### src/rtl/axi_ad9364_sat_cnt.sv
// Saturating up-counter with synchronous clear (clear wins over increment).
module axi_ad9364_sat_cnt #(
   parameter int unsigned CNT_WIDTH = 16
) (
   input  logic                 clk,
   input  logic                 rst,
   input  logic                 inc_i,
   input  logic                 clr_i,
   output logic [CNT_WIDTH-1:0] cnt_o
);

   logic [CNT_WIDTH-1:0] cnt_q;

   always_ff @(posedge clk or posedge rst) begin
      if (rst) begin
         cnt_q <= '0;
      end else if (clr_i) begin
         cnt_q <= '0;
      end else if (inc_i && cnt_q != '1) begin
         cnt_q <= cnt_q + 1'b1;
      end
   end

   assign cnt_o = cnt_q;

endmodule

### config.mk
export PLATFORM = sky130hd
export DESIGN_NAME = axi_ad9364_sat_cnt
export DESIGN_NICKNAME = d
export VERILOG_FILES = /design/src/rtl/axi_ad9364_sat_cnt.sv
export SDC_FILE = /design/constraint.sdc
export NUM_CORES = 1
export LEC_CHECK = 0
export ABC_AREA = 1
export ABC_CLOCK_PERIOD_IN_PS = 5300
export CELL_PAD_IN_SITES_DETAIL_PLACEMENT = 1
export CELL_PAD_IN_SITES_GLOBAL_PLACEMENT = 2
export CORE_ASPECT_RATIO = 1.4
export CORE_UTILIZATION = 25
export DETAILED_ROUTE_END_ITERATION = 6
export DONT_BUFFER_PORTS = 1
export GPL_TIMING_DRIVEN = 1
export PLACE_DENSITY = 0.71
export SLEW_MARGIN = 20
export SYNTH_ARGS = -nofsm -noshare
export SYNTH_HDL_FRONTEND = slang
export SYNTH_SLANG_ARGS = --single-unit
### constraint.sdc
create_clock -name clk -period 5.3 [get_ports clk]
set_clock_uncertainty 0.2 [all_clocks]
set_input_delay 1.06 -clock clk [delete_from_list [all_inputs] [get_ports clk]]
set_output_delay 1.06 -clock clk [all_outputs]
set_load 0.005 [all_outputs]
== Word-level counts from Yosys, hierarchy flattened ==
Index checks and enable logic that the tools add are counted.
Operators by class
  equal/unequal tests: 1
  add/sub/neg operators: 1
  multiplexer cells: 2
  reduce and logical (&&, ||, !) cells: 2
Operators with widths (count)
  $mux 16: 2
  $add 16x1->16 const B: 1
  $ne 16x16->1 const B: 1
  $reduce_bool 2->1: 1
  $logic_and 1x1->1: 1
Storage, ports and cells
  output and inout bits: 16
  register bits after elaboration: 16
  word-level logic and storage cells: 7
  input port bits: 4

== Logic depth before layout (Yosys ltp) ==
  word-level depth: 4
  depth in mapped cells: 10
  mapped depth without buffers: 9

== Worst setup path before layout ==
Ideal clock, no wire load.
  kind: input port to flip-flop
  start: in inc_i
  end: reg cnt_q[12] (netlist: cnt_o[12])
  arrival time: 1.664 ns
  library setup time: 0.066 ns
  required time: 5.034 ns
  stages: 5
  setup slack: 3.370 ns
  buffers on the path: 1
  cells stage by stage: inv_1 > nor2_2 > buf_2 > nand4_1 > nand2_1
Between the ends
  cells in the longest elaborated chain, start to end: 2
Ends and longest elaborated chain
  start: declaration: line 7  | input logic inc_i,
  $logic_and 1x1->1: line 19  | end else if (inc_i && cnt_q != '1) begin
  $reduce_bool 2->1 (no line)
  end signal: assignment: line 20  | cnt_q <= cnt_q + 1'b1;
  end: declaration: line 12  | logic [CNT_WIDTH-1:0] cnt_q;
No other way between the ends.
A chain may end at the register's enable or synchronous reset.

== Worst setup path after layout ==
  start: reg cnt_q[0] (netlist: cnt_o[0])
  end: reg cnt_q[3] (netlist: cnt_o[3])
Between the ends
  cells in the longest elaborated chain, start to end: 3
  elaborated cells between the ends (all ways): 6
  those cells by class: 1 x add/sub; 1 x eq/ne; 2 x mux; 2 x reduce/logical
Ends and longest elaborated chain (line)
  $add 16x1->16 / $ne 16x16->1 (equally long branches): 20, 19
  $mux 16 / $logic_and 1x1->1 (equally long branches): 19
  $mux 16 / $reduce_bool 2->1 (equally long branches)
Several ways; a longest one is shown, not always the timed one. The select of a mux whose other input is x is not followed.

==> metrics.md <==
| Metric | Value |
|---|---|
| Reg2Reg Capture Point | cnt_o[3] |
| Setup bufs post-CTS | 0 |
| WL final | 3040 um |
| Die width | 57.6 um |
| Xor/xnor share of the synthesized area | between 3 and 4% |
| Static leakage | about 0.60 nW |
| Crit path max fanout | 14 |
| Clock sink count | 16 |
| Setup TNS Final | 0 ns |
| Final core occ | 27.6% |
| Worst Hold Slack | about 0.39 ns |
| Post-synthesis compound-gate area fraction | roughly 1.4% |
| Post-DP Area | 1120 um^2 |
| # setup viols final | 0 |
| Clk pin slew, worst setup/hold paths | roughly 0.060 ns |
| Drt drc | 1 |
| First-pass GRT wire length | 5230 um |
| Flops & latches, synth | 16 |
| Seq/Total Area, Yosys | 37.0% |
| Syn avg cell area | 6.81 um^2 |
| WL per Instance | 14.9 um |
| Hold_sp | cnt_o[1] |
| Die area | 4610 um^2 |
| Post-synthesis simple-gate area fraction | just under 50% |
| Hold_buf cts | 0 |
| Vias per cell | ~4.7 |
| TritonCTS clock tree | built |
| I/O Buffers | 0 |
| CP Class | flip-flop to flip-flop |
| Mux cell area share after synthesis | 0% |
| Max-cap viol count | 0 |
| Max Freq | 460 MHz |
| Hold Path Class | flip-flop to flip-flop |
| Startpoint Class | flip-flop |
| Largest net degree at the start of global routing | 17 |
| Antenna viol nets, final | 0 |
| Power Density | around 200 nW/um^2 |
| Mapped Nets | 164 |
| Combinational family with the most area after synthesis | simple AND/OR/NAND/NOR gates |
| Crit path DAT | 2.11 ns |
| Mapped cell area | 1080 um^2 |
| Async SR Flop Fraction | 100% |
| Synthesized-area fraction occupied by adder cells | between 1 and 1.5% |
| Synth area leaders | dfrtp_1 (37%), nand2_1 (22%), nand4_1 (6.4%) |
| Area grow syn2layout | 7.16% |
| CTS Buf Count | 3 |
| Reg2Reg Launch Point | cnt_o[0] |
| H-tree depth | 1 |
| Ys Warns | 0 |
| Peak supply drop | 87.9 uV |
| Count leader, synth | nand2_1 |
| Share of the synthesized area in the top cell type | ~37% |
| Hold path cells | 2 |
| Gr ovfl total | 0 |
| RD Place Congestion | approximately 0.75 |
| Cells after Synth | 159 |
| Top cells by count, synth | nand2_1 (64), dfrtp_1 (16), inv_1 (16), nor2_1 (16), nand3_1 (12) |
| Uppermost layer routed | met4 |
| RSZ-0062 raised after global routing | false |
| Initial DRC Count | 39 |
| Violated checks | DRC |
| # resized after CTS | 0 |
| Root buf cell | clkbuf_8 |
| Share of cells above drive strength 1 | 7.55% |
| Antenna cells | 0 |
| Final worst path period share | approximately two fifths |
| Final hold vios | 0 |
| Clk_lat worst skew | 0.25 ns |
| Hold Path End | cnt_o[1] |
| Synth area leader | dfrtp_1 |
| Vias in the first global route | 1068 |
| Most used DFF post-synth | dfrtp_1 |
| Netlist cell types | 24 |
| Max Slew Vio Count | 0 |
| Status | finished, violations left |
| Headroom to the max-slew limit | 56.2% |
| IO Count | 20 |
| Die height | 79.9 um |
| Metal-1 WL | 1280 um |
| Deepest clock path buffer count | 2 |
| CP Capture Type | flip-flop |
| Wire length on met3 | 137 um |
| Initial antenna violation count | 0 |
| Actual slew at the worst max-slew pin | about 0.66 ns |
| Num rows | 28 |
| Routed met2 length | about 1600 um |
| Design area | between 1000 and 1500 um^2 |
| Max reg flops | 16 |
| CORE AREA | ~4200 um^2 |
| Number of synthesized flops with an enable pin | 0 |
| DRT Pass-1 Iters | 6 |
| Post-detail-place hpwl | 2370 um |
| Tot GR Track Use | between 10% and 20% |
| Post-layout minimum cycle time | 2.17 ns |
| Nets | 166 |
| Vias | 968 |
| Register-to-Register Path Depth | 9 |
| CP Data Required Time | 5.23 ns |
| Worst reg-to-reg setup slack | 3.13 ns |
| Starting Density | 25.8% |
==> kinds of logic after synthesis <==
logic type	count (synthesis)
buf+inv	21
simple gates	114
xor+xnor	4
fa+ha+maj	1
compound gates	3
flops	16
==> metrics by stage <==
| stage | cells | setup slack, ns | power, mW |
|---|---|---|---|
| after floorplan | 159 | 3.37 | 0.138 |
| after global placement | 201 | 3.02 | 0.141 |
| after detailed placement | 201 | 2.97 | 0.142 |
| after CTS | 204 | 3.10 | 0.234 |
| after global routing | 204 | 2.94 | 0.240 |
| final | 204 | 3.13 | 0.230 |
==> layout by cell type, fill, tap and decap left out <==
master	count
nor2_8	1
ha_1	1
nor2_2	2
nand2_4	1
clkinv_1	1
inv_2	1
a21oi_1	1
nand4_1	11
nor3_1	1
dfrtp_1	16
nand3b_1	2
nand2_2	1
xnor2_1	2
o21ai_0	1
o21ai_1	1
nand2_1	64
inv_1	16
nor2_1	16
clkbuf_8	3
nand3_1	12
nor2_4	3
xor2_1	2
==> how the worst max path moves through the flow <==
stage | from | end | cells after the start
floorplan | inc_i | cnt_o[12] | 5
global placement | inc_i | cnt_o[11] | 5
detailed placement | inc_i | cnt_o[7] | 5
CTS | cnt_o[0] | cnt_o[2] | 9
global route | cnt_o[0] | cnt_o[3] | 9
finish | cnt_o[0] | cnt_o[3] | 9
==> power breakdown <==
group	total, mW	internal (mW)	switching [mW]
registers	0.126	0.123	0.00213
logic	0.0132	0.00276	0.0104
clock network	0.0912	0.0504	0.0408
==> worst max-delay path, cell delays in order (launching register included) <==
cell and delay, ns:
dfrtp_1 0.44, ha_1 0.26, nand2_2 0.12, nor2_8 0.06
nand2_4 0.08, nor2_4 0.04, nor2_2 0.51, nor2_4 0.17
nand2_1 0.10, nand2_1 0.06
==> final cells by class <==
type | count | area (um^2)
inverter | 18 | 67.6
multi-input combinational | 122 | 596
clock buffer | 3 | 41.3
fill | 543 | 3040
sequential | 16 | 400
tap | 45 | 56.3
==> per-layer routing <==
layer | up-vias | GRT usage (%)
met4 | 0 | 5.85
li1 | 502 | -
met3 | 5 | 3.08
met2 | 15 | 26.7
met1 | 446 | 17.5
met5 | - | 0
(Power assumes the default switching activity.)
